[config.mk]
export PLATFORM = sky130hd
export DESIGN_NAME = mem_arbiter_flat
export DESIGN_NICKNAME = d
export VERILOG_FILES = /design/src/rtl/mem_arbiter_if.sv /design/src/rtl/mem_arbiter.sv /design/src/flat_wrapper.sv
export SDC_FILE = /design/constraint.sdc
export NUM_CORES = 1
export LEC_CHECK = 0
export ABC_AREA = 0
export ABC_CLOCK_PERIOD_IN_PS = 6250
export BUFFER_PORTS_ARGS = -buffer_cell sky130_fd_sc_hd__buf_2
export CORE_MARGIN = 10
export CORE_UTILIZATION = 43
export DETAILED_ROUTE_END_ITERATION = 10
export GPL_TIMING_DRIVEN = 0
export PLACE_DENSITY_LB_ADDON = 0.15
export SLEW_MARGIN = 20
export SYNTH_ARGS = -nofsm -noshare
export SYNTH_HDL_FRONTEND = slang
export SYNTH_SLANG_ARGS = --single-unit
[constraint.sdc]
create_clock -name clk -period 6.25 [get_ports clk]
set_input_delay 1.25 -clock clk [delete_from_list [all_inputs] [get_ports clk]]
set_output_delay 1.25 -clock clk [all_outputs]
set_load 0.01 [all_outputs]
[src/rtl/mem_arbiter_if.sv]
// ---------------------------------------------------------------------------
// mem_arbiter_if
// Bundle of every signal between the two-port memory arbiter and its
// surroundings: the instruction-fetch port (i_*), the data port (d_*), the
// single-port memory (mem_*) and the conflict statistics counter.
//
// Modports
//   slave  : the arbiter itself (consumes requests and memory read data,
//            produces grants, responses and the memory strobe).
//   master : the environment (requesters and memory model).
// ---------------------------------------------------------------------------
interface mem_arbiter_if #(
    parameter int ADDR_W = 12
);
    // instruction-fetch port
    logic              i_req;
    logic [ADDR_W-1:0] i_addr;
    logic              i_gnt;
    logic              i_rvalid;
    logic [31:0]       i_rdata;
    // data port
    logic              d_req;
    logic [ADDR_W-1:0] d_addr;
    logic [3:0]        d_we;
    logic [31:0]       d_wdata;
    logic              d_gnt;
    logic              d_rvalid;
    logic [31:0]       d_rdata;
    // memory side
    logic              mem_en;
    logic [3:0]        mem_we;
    logic [ADDR_W-1:0] mem_addr;
    logic [31:0]       mem_wdata;
    logic [31:0]       mem_rdata;
    // statistics
    logic [15:0]       conflict_cnt;

    modport slave (
        input  i_req, i_addr, d_req, d_addr, d_we, d_wdata, mem_rdata,
        output i_gnt, i_rvalid, i_rdata, d_gnt, d_rvalid, d_rdata,
        output mem_en, mem_we, mem_addr, mem_wdata, conflict_cnt
    );

    modport master (
        output i_req, i_addr, d_req, d_addr, d_we, d_wdata, mem_rdata,
        input  i_gnt, i_rvalid, i_rdata, d_gnt, d_rvalid, d_rdata,
        input  mem_en, mem_we, mem_addr, mem_wdata, conflict_cnt
    );
endinterface

[src/rtl/mem_arbiter.sv]
// ---------------------------------------------------------------------------
// mem_arbiter
// Shares one single-port memory between an instruction-fetch port and a data
// port. Grants are combinational (same cycle as the request); when both ports
// request, the one not served last wins (strict alternation under constant
// contention). Reads are tracked by a MEM_LAT-deep tag pipeline so that each
// memory response is captured into the owning port's rdata register and
// flagged with a one-cycle rvalid, in grant order.
//
// Ports
//   clk  : single clock, rising edge
//   rst  : synchronous, active-high reset
//   bus  : mem_arbiter_if.slave -- request ports, memory port, conflict_cnt
//
// Parameters
//   ADDR_W  : word-address width
//   MEM_LAT : memory read latency in cycles (1..4)
// ---------------------------------------------------------------------------
module mem_arbiter #(
    parameter int ADDR_W  = 12,
    parameter int MEM_LAT = 1
) (
    input  logic         clk,
    input  logic         rst,
    mem_arbiter_if.slave bus
);

    // ---------------------------------------------------------------- grant
    logic              last_d_reg;     // 0: fetch port served last, 1: data port
    logic              grant_i;
    logic              grant_d;
    logic [ADDR_W-1:0] addr_sel;
    logic [3:0]        we_sel;
    logic [31:0]       wdata_sel;

    always_comb begin
        grant_i = 1'b0;
        grant_d = 1'b0;
        if (!rst) begin
            if (bus.i_req && bus.d_req) begin
                // contention: serve whichever port did not win last time
                grant_d = !last_d_reg;
                grant_i = last_d_reg;
            end else begin
                grant_i = bus.i_req;
                grant_d = bus.d_req;
            end
        end
    end

    always_comb begin
        addr_sel  = bus.i_addr;
        we_sel    = 4'b0000;
        wdata_sel = 32'h0;
        if (grant_d) begin
            addr_sel  = bus.d_addr;
            we_sel    = bus.d_we;
            wdata_sel = bus.d_wdata;
        end
    end

    assign bus.i_gnt     = grant_i;
    assign bus.d_gnt     = grant_d;
    assign bus.mem_en    = grant_i | grant_d;
    assign bus.mem_we    = we_sel;
    assign bus.mem_addr  = addr_sel;
    assign bus.mem_wdata = wdata_sel;

    always_ff @(posedge clk) begin
        if (rst) begin
            last_d_reg <= 1'b0;
        end else if (grant_d) begin
            last_d_reg <= 1'b1;
        end else if (grant_i) begin
            last_d_reg <= 1'b0;
        end
    end

    // --------------------------------------------------------- tag pipeline
    // Stage k holds the tag of the access granted k+1 cycles ago; the last
    // stage lines up with the cycle in which mem_rdata carries that data.
    logic [MEM_LAT-1:0] tag_valid_reg;
    logic [MEM_LAT-1:0] tag_owner_reg;     // 1: data port, 0: fetch port
    logic               tag_valid_next;

    // writes occupy the memory but never produce a response
    assign tag_valid_next = grant_i | (grant_d && (bus.d_we == 4'b0000));

    always_ff @(posedge clk) begin
        if (rst) begin
            tag_valid_reg[0] <= 1'b0;
            tag_owner_reg[0] <= 1'b0;
        end else begin
            tag_valid_reg[0] <= tag_valid_next;
            tag_owner_reg[0] <= grant_d;
        end
    end

    for (genvar gi = 1; gi < MEM_LAT; gi++) begin : g_tag
        always_ff @(posedge clk) begin
            if (rst) begin
                tag_valid_reg[gi] <= 1'b0;
                tag_owner_reg[gi] <= 1'b0;
            end else begin
                tag_valid_reg[gi] <= tag_valid_reg[gi-1];
                tag_owner_reg[gi] <= tag_owner_reg[gi-1];
            end
        end
    end

    // ------------------------------------------------------------ responses
    logic        i_rvalid_reg;
    logic        d_rvalid_reg;
    logic [31:0] i_rdata_reg;
    logic [31:0] d_rdata_reg;
    logic        rsp_i;
    logic        rsp_d;

    assign rsp_i = tag_valid_reg[MEM_LAT-1] && !tag_owner_reg[MEM_LAT-1];
    assign rsp_d = tag_valid_reg[MEM_LAT-1] &&  tag_owner_reg[MEM_LAT-1];

    always_ff @(posedge clk) begin
        if (rst) begin
            i_rvalid_reg <= 1'b0;
            d_rvalid_reg <= 1'b0;
            i_rdata_reg  <= 32'h0;
            d_rdata_reg  <= 32'h0;
        end else begin
            i_rvalid_reg <= rsp_i;
            d_rvalid_reg <= rsp_d;
            // the port not being answered keeps its last data
            if (rsp_i) begin
                i_rdata_reg <= bus.mem_rdata;
            end
            if (rsp_d) begin
                d_rdata_reg <= bus.mem_rdata;
            end
        end
    end

    assign bus.i_rvalid = i_rvalid_reg;
    assign bus.d_rvalid = d_rvalid_reg;
    assign bus.i_rdata  = i_rdata_reg;
    assign bus.d_rdata  = d_rdata_reg;

    // ------------------------------------------------------ conflict counter
    // counts cycles where both ports want the memory, regardless of who wins
    logic [15:0] conflict_cnt_reg;

    always_ff @(posedge clk) begin
        if (rst) begin
            conflict_cnt_reg <= 16'h0;
        end else if (bus.i_req && bus.d_req && (conflict_cnt_reg != 16'hFFFF)) begin
            conflict_cnt_reg <= conflict_cnt_reg + 16'd1;
        end
    end

    assign bus.conflict_cnt = conflict_cnt_reg;

endmodule

[src/flat_wrapper.sv]
// flat-port wrapper written by rule: the top's interface ports become plain ports
module mem_arbiter_flat 
#(
    parameter int ADDR_W  = 12,
    parameter int MEM_LAT = 1
)
  (clk, rst, bus_i_req, bus_i_addr, bus_d_req, bus_d_addr, bus_d_we, bus_d_wdata, bus_mem_rdata, bus_i_gnt, bus_i_rvalid, bus_i_rdata, bus_d_gnt, bus_d_rvalid, bus_d_rdata, bus_mem_en, bus_mem_we, bus_mem_addr, bus_mem_wdata, bus_conflict_cnt);
  mem_arbiter_if #(.ADDR_W(ADDR_W)) bus_i ();
  input  logic clk;
  input  logic rst;
  input wire logic [$bits(bus_i.i_req)-1:0] bus_i_req;
  input wire logic [$bits(bus_i.i_addr)-1:0] bus_i_addr;
  input wire logic [$bits(bus_i.d_req)-1:0] bus_d_req;
  input wire logic [$bits(bus_i.d_addr)-1:0] bus_d_addr;
  input wire logic [$bits(bus_i.d_we)-1:0] bus_d_we;
  input wire logic [$bits(bus_i.d_wdata)-1:0] bus_d_wdata;
  input wire logic [$bits(bus_i.mem_rdata)-1:0] bus_mem_rdata;
  output wire logic [$bits(bus_i.i_gnt)-1:0] bus_i_gnt;
  output wire logic [$bits(bus_i.i_rvalid)-1:0] bus_i_rvalid;
  output wire logic [$bits(bus_i.i_rdata)-1:0] bus_i_rdata;
  output wire logic [$bits(bus_i.d_gnt)-1:0] bus_d_gnt;
  output wire logic [$bits(bus_i.d_rvalid)-1:0] bus_d_rvalid;
  output wire logic [$bits(bus_i.d_rdata)-1:0] bus_d_rdata;
  output wire logic [$bits(bus_i.mem_en)-1:0] bus_mem_en;
  output wire logic [$bits(bus_i.mem_we)-1:0] bus_mem_we;
  output wire logic [$bits(bus_i.mem_addr)-1:0] bus_mem_addr;
  output wire logic [$bits(bus_i.mem_wdata)-1:0] bus_mem_wdata;
  output wire logic [$bits(bus_i.conflict_cnt)-1:0] bus_conflict_cnt;
  assign bus_i.i_req = bus_i_req;
  assign bus_i.i_addr = bus_i_addr;
  assign bus_i.d_req = bus_d_req;
  assign bus_i.d_addr = bus_d_addr;
  assign bus_i.d_we = bus_d_we;
  assign bus_i.d_wdata = bus_d_wdata;
  assign bus_i.mem_rdata = bus_mem_rdata;
  assign bus_i_gnt = bus_i.i_gnt;
  assign bus_i_rvalid = bus_i.i_rvalid;
  assign bus_i_rdata = bus_i.i_rdata;
  assign bus_d_gnt = bus_i.d_gnt;
  assign bus_d_rvalid = bus_i.d_rvalid;
  assign bus_d_rdata = bus_i.d_rdata;
  assign bus_mem_en = bus_i.mem_en;
  assign bus_mem_we = bus_i.mem_we;
  assign bus_mem_addr = bus_i.mem_addr;
  assign bus_mem_wdata = bus_i.mem_wdata;
  assign bus_conflict_cnt = bus_i.conflict_cnt;
  mem_arbiter #(.ADDR_W(ADDR_W), .MEM_LAT(MEM_LAT)) u_core (.clk(clk), .rst(rst), .bus(bus_i));
endmodule
Word level (Yosys, flattened, before mapping) --
Index checks and enable logic that the tools add are counted.
Storage, ports and cells: input bits 96, word-level logic and storage cells 30, flip-flop bits (word level) 85, output and inout port bits 133
Cells by class: muxes and demuxes 9, bitwise gates (word level) 2, reduce and logical (&&, ||, !) cells 9, add/sub/neg operators 1, equal/unequal tests 1
Operators by type and width (count):
- $mux 32 | 1
- $add 16x1->16 const B | 1
- $ne 16x16->1 const B | 1
- $mux 12 | 1
- $mux 1 | 6
- $logic_and 1x1->1 | 5
- $logic_not 4->1 | 1
- $mux 4 | 1
- $logic_not 1->1 | 2
- $or 1x1->1 | 2
- $reduce_bool 2->1 | 1

Depth between registers and ports, before layout --
depth in word-level cells 5, mapped depth 6, gate-level depth less buffers 5

Least setup slack after synthesis --
No wires, ideal clock.
path type input -> output, start point input port rst, end point output port bus_mem_addr[10], stages 6, slack 2.448 ns, required time 5.000 ns, path buffers 3, arrival 2.552 ns, path through clkbuf_1 a21oi_1 and2_1 clkbuf_1 buf_2 mux2_1
On the way: word-level cells in the longest chain between the ends 2
RTL lines:
- start: declaration | line flat_wrapper.sv:10 | input logic rst;
- $mux 1 | line mem_arbiter.sv:39 | if (!rst) begin
- named net bus_d_gnt | line flat_wrapper.sv:21 | output wire logic [$bits(bus_i.d_gnt)-1:0] bus_d_gnt;
- $mux 12 | line mem_arbiter.sv:55 | if (grant_d) begin
- end: declaration | line flat_wrapper.sv:26 | output wire logic [$bits(bus_i.mem_addr)-1:0] bus_mem_addr;
The timed path passes the listed nets, and every way through them passes these cells.

Final worst setup path --
start point input port rst, end point output port bus_mem_addr[9]
On the way: word-level cells in the longest chain between the ends 2
RTL lines (line):
- $mux 1 | mem_arbiter.sv:39
- $mux 12 | mem_arbiter.sv:55
No other way between the ends.

==> parameters.txt <==
Parameter                              Value

Detailed routing
  Routed len/inst ... 16.79 um
  Total number of vias ... 4052
  Via-to-Cell Ratio ... 5.002
  DRC viols ... 0
  Detailed-route wire length ... 13.60 mm
  Number of DRC markers in iteration 0 ... 173
  Initial DRT Pass Iterations ... 4
  Antenna-violating nets left ... 0

Placed design
  Worst slack at placement ... 2097 ps
  DP Area ... 0.004892 sq mm
  Port bufs ... 227
  Dpl hpwl ... 11.17 mm
  Routability congestion estimate from global placement ... 0.8672

Synth
  Sequential element share of the synthesized area ... 46.95%
  Area leader, netlist ... sky130_fd_sc_hd__dfxtp_1
  Most instantiated library cell after synthesis ... sky130_fd_sc_hd__nand2_1
  Top flip-flop cell by instance count after synthesis ... sky130_fd_sc_hd__dfxtp_1
  Post-synthesis net count ... 559
  Number of enable flip-flop cells after synthesis ... 0
  Post-synthesis cell count ... 462
  Post-synthesis sequential element count ... 85
  Warnings from Yosys ... 0
  Post-synthesis cell area ... 0.003625 sq mm
  Synth unique cells ... 31
  Share of flip-flops with an asynchronous set or reset after synthesis ... 0%
  Ranking of synthesized cells by area ... sky130_fd_sc_hd__dfxtp_1, sky130_fd_sc_hd__nand2_1, sky130_fd_sc_hd__a21oi_1
  Mean area per synthesized cell ... 7.846 sq um
  Commonest cells in the synthesized netlist ... sky130_fd_sc_hd__nand2_1, sky130_fd_sc_hd__dfxtp_1, sky130_fd_sc_hd__a21oi_1, sky130_fd_sc_hd__and3_1, sky130_fd_sc_hd__clkbuf_1
  Fraction of post-synthesis cell area in the top cell type by area ... 46.95%

Timing
  Crit path setup slack, layout ... 2128 ps
  Max Clk Rate ... 0.2426 GHz
  Share of the clock period used by the worst path after layout ... 65.95%
  Worst-case headroom to the max-slew limit ... 51.07%
  Final worst path period need ... 4122 ps
  Count of endpoints failing hold in the final timing report ... 0
  Pin slew with the least headroom to its limit ... 727.3 ps
  Final setup TNS ... 0 ps
  Setup repair after global routing missed its margin ... false
  Number of slew-limit violations in the final report ... 0
  Clock skew after layout ... 10.91 ps
  Total of endpoints with negative setup slack in the final report ... 0

Floorplan
  Starting Density ... 44.11%
  Area of the core ... 0.008217 sq mm
  I/O pin total ... 229
  Floorplan row count ... 33
  Height of the die ... 111.8 um
  Die outline area ... 0.01250 sq mm
  Die Width ... 111.8 um

Critical path
  Worst r2r src ... u_core.bus.conflict_cnt[9]
  Largest driver fanout on the critical path ... 10
  Critical Path Stages ... 7
  Setup crit end kind ... primary output
  Critical Path, Cell by Cell ... clkbuf_1, a21oi_1, and2_1, clkbuf_1, buf_2, mux2_1, buf_2
  Required time of the critical path ... 5000 ps
  Critical Path Start Type ... input pin
  Slowest Stage Delay on Critical Path ... 350 ps
  Worst path arrival time ... 2870 ps
  Critical Path Slowest Stage Cell ... sky130_fd_sc_hd__mux2_1
  Worst reg2reg path depth ... 4
  CP bufs+invs ... 4
  Top cell family by delay on the critical path ... buffers and inverters
  Worst R2R Setup Slack ... 4230 ps
  Worst flop-to-flop path endpoint ... u_core.bus.conflict_cnt[15]
  Type of the setup path with the least slack ... input pin to primary output

Run
  Max capacitance violation total ... 0

Pwr
  Worst vdd ir ... 0.1217 mV
  Fraction of power spent switching nets ... 25.04%
  Clock network power share ... 36.8%
  Register share of total power ... 50.0%
  Cell internal power dissipation ... 0.8460 mW
  Comb pwr share ... 13.2%
  Leak ... 2.483 nW
  Power per unit of standard cell area ... 221.3 mW/mm^2
  Switching power ... 0.2827 mW

CTS
  Hold bufs inserted after CTS ... 0
  Post-CTS setup buffer count ... 0
  Resized cells post-CTS ... 0
  Clock input transition at the sequential cells of the worst setup and hold paths ... 80 ps
  CTS buffer count ... 9
  Clk sink count ... 85
  CTS tree ... yes
  CTS Buffer Depth ... 2
  CTS Root Buffer Type ... sky130_fd_sc_hd__clkbuf_8
  H-tree depth ... 3
  Worst-Skew Late Latency ... 350 ps

Global routing
  Maximum number of pins on one net before global-route repair ... 14
  Wire length of the first global-routing pass ... 20.93 mm
  Total global routing track utilization ... 20.43%
  Number of antenna violations at the first check in global routing ... 0
  Via count of the first global-routing pass ... 3990
  Total overflow reported by the global router ... 0

Outcome
  Outcome ... completed

Layout
  Number of inserted diodes ... 0
  Share of cells above drive strength 1 ... 35.04%
  Area growth syn-to-layout ... 40.70%
  Final cell area excluding filler cells ... 0.005100 sq mm
  Combined area of the multi-input logic cells ... 0.001778 sq mm
  Area taken by flip-flops and latches ... 0.001702 sq mm
  Filler instances ... 764
  Net count of the finished layout ... 797

Hold path
  Path class of the lowest-slack min-delay path ... flop to flop
  Cell depth of the worst hold path ... 2
  End point of the worst hold path ... u_core.bus.d_rdata[15]
  Critical hold path startpoint ... u_core.bus.d_rdata[15]
-- worst max path at each step --
stage	end	slack, ps	from
floorplan	bus_mem_addr[10]	2450	rst
CTS	bus_mem_addr[8]	2100	rst
detailed placement	bus_mem_addr[8]	2100	rst
finish	bus_mem_addr[9]	2130	rst
global route	bus_mem_addr[8]	1940	rst
global placement	bus_mem_addr[5]	2140	rst
-- placed cells by master, fill, tap and decap left out, types with 4 or more instances in the layout --
cell / count
sky130_fd_sc_hd__nor2b_1: 6
sky130_fd_sc_hd__mux2i_1: 4
sky130_fd_sc_hd__clkbuf_8: 9
sky130_fd_sc_hd__buf_2: 232
sky130_fd_sc_hd__nand2_1: 138
sky130_fd_sc_hd__and3_1: 37
sky130_fd_sc_hd__o21ai_0: 4
sky130_fd_sc_hd__nor2_1: 14
sky130_fd_sc_hd__dfxtp_1: 85
sky130_fd_sc_hd__buf_1: 4
sky130_fd_sc_hd__mux2_1: 16
sky130_fd_sc_hd__a21oi_1: 72
sky130_fd_sc_hd__nand4_1: 6
sky130_fd_sc_hd__nor4_1: 5
sky130_fd_sc_hd__nand3_1: 7
sky130_fd_sc_hd__or3_1: 4
sky130_fd_sc_hd__clkbuf_1: 31
-- power by group through the flow --
stage	Sequential, mW	Clock (mW)	Combinational (mW)
after CTS	0.564	0.422	0.152
final	0.564	0.415	0.149
after global placement	0.576	0	0.148
after global routing	0.566	0.446	0.166
after floorplan	0.582	0	0.0641
after detailed placement	0.577	0	0.151
-- stage by stage --
step | hold slack (ps) | total power, mW | utilization (%) | cells
after floorplan | 463.5 | 0.6463 | - | 462
after global placement | 440.0 | 0.7243 | 59.54 | 794
final | 453.5 | 1.129 | 62.07 | 810
after detailed placement | 444.4 | 0.7274 | 59.54 | 794
after CTS | 456.0 | 1.138 | 62.07 | 810
after global routing | 474.2 | 1.178 | 62.07 | 810
-- cell type report --
class	instances	share of cell area [%]
repair buffers	227	22.28
plain buffers	37	2.846
clock inverters	4	1.423
multi-input cells	340	34.86
well taps	105	2.576
clock buffers	12	2.650
flip-flops and latches	85	33.37
-- worst reg2reg max path: cells and delay by family (launching register included) --
family        cells  cell delay, ps
mux               1             300
flops             1             480
simple gates      3            1120
-- per-layer routing --
metal	up-vias	track usage, %	share of wire (%)
met3	22	10.14	11
met5	-	0	0
met1	1829	21.05	38
met2	160	35.16	49
li1	2041	-	-
met4	0	7.112	1.9
-- logic make-up (layout without fill, tap and decap cells) --
logic type | count (synthesis) | after routing | synth area share, %
simple gates | 236 | 236 | 30.82
mux | 20 | 20 | 6.075
fa+ha+maj | 1 | 1 | 0.3451
compound gates | 83 | 83 | 11.81
flops | 85 | 85 | 46.95
buf+inv | 37 | 280 | 4.004
No activity file was read; power rests on OpenSTA's default activity.
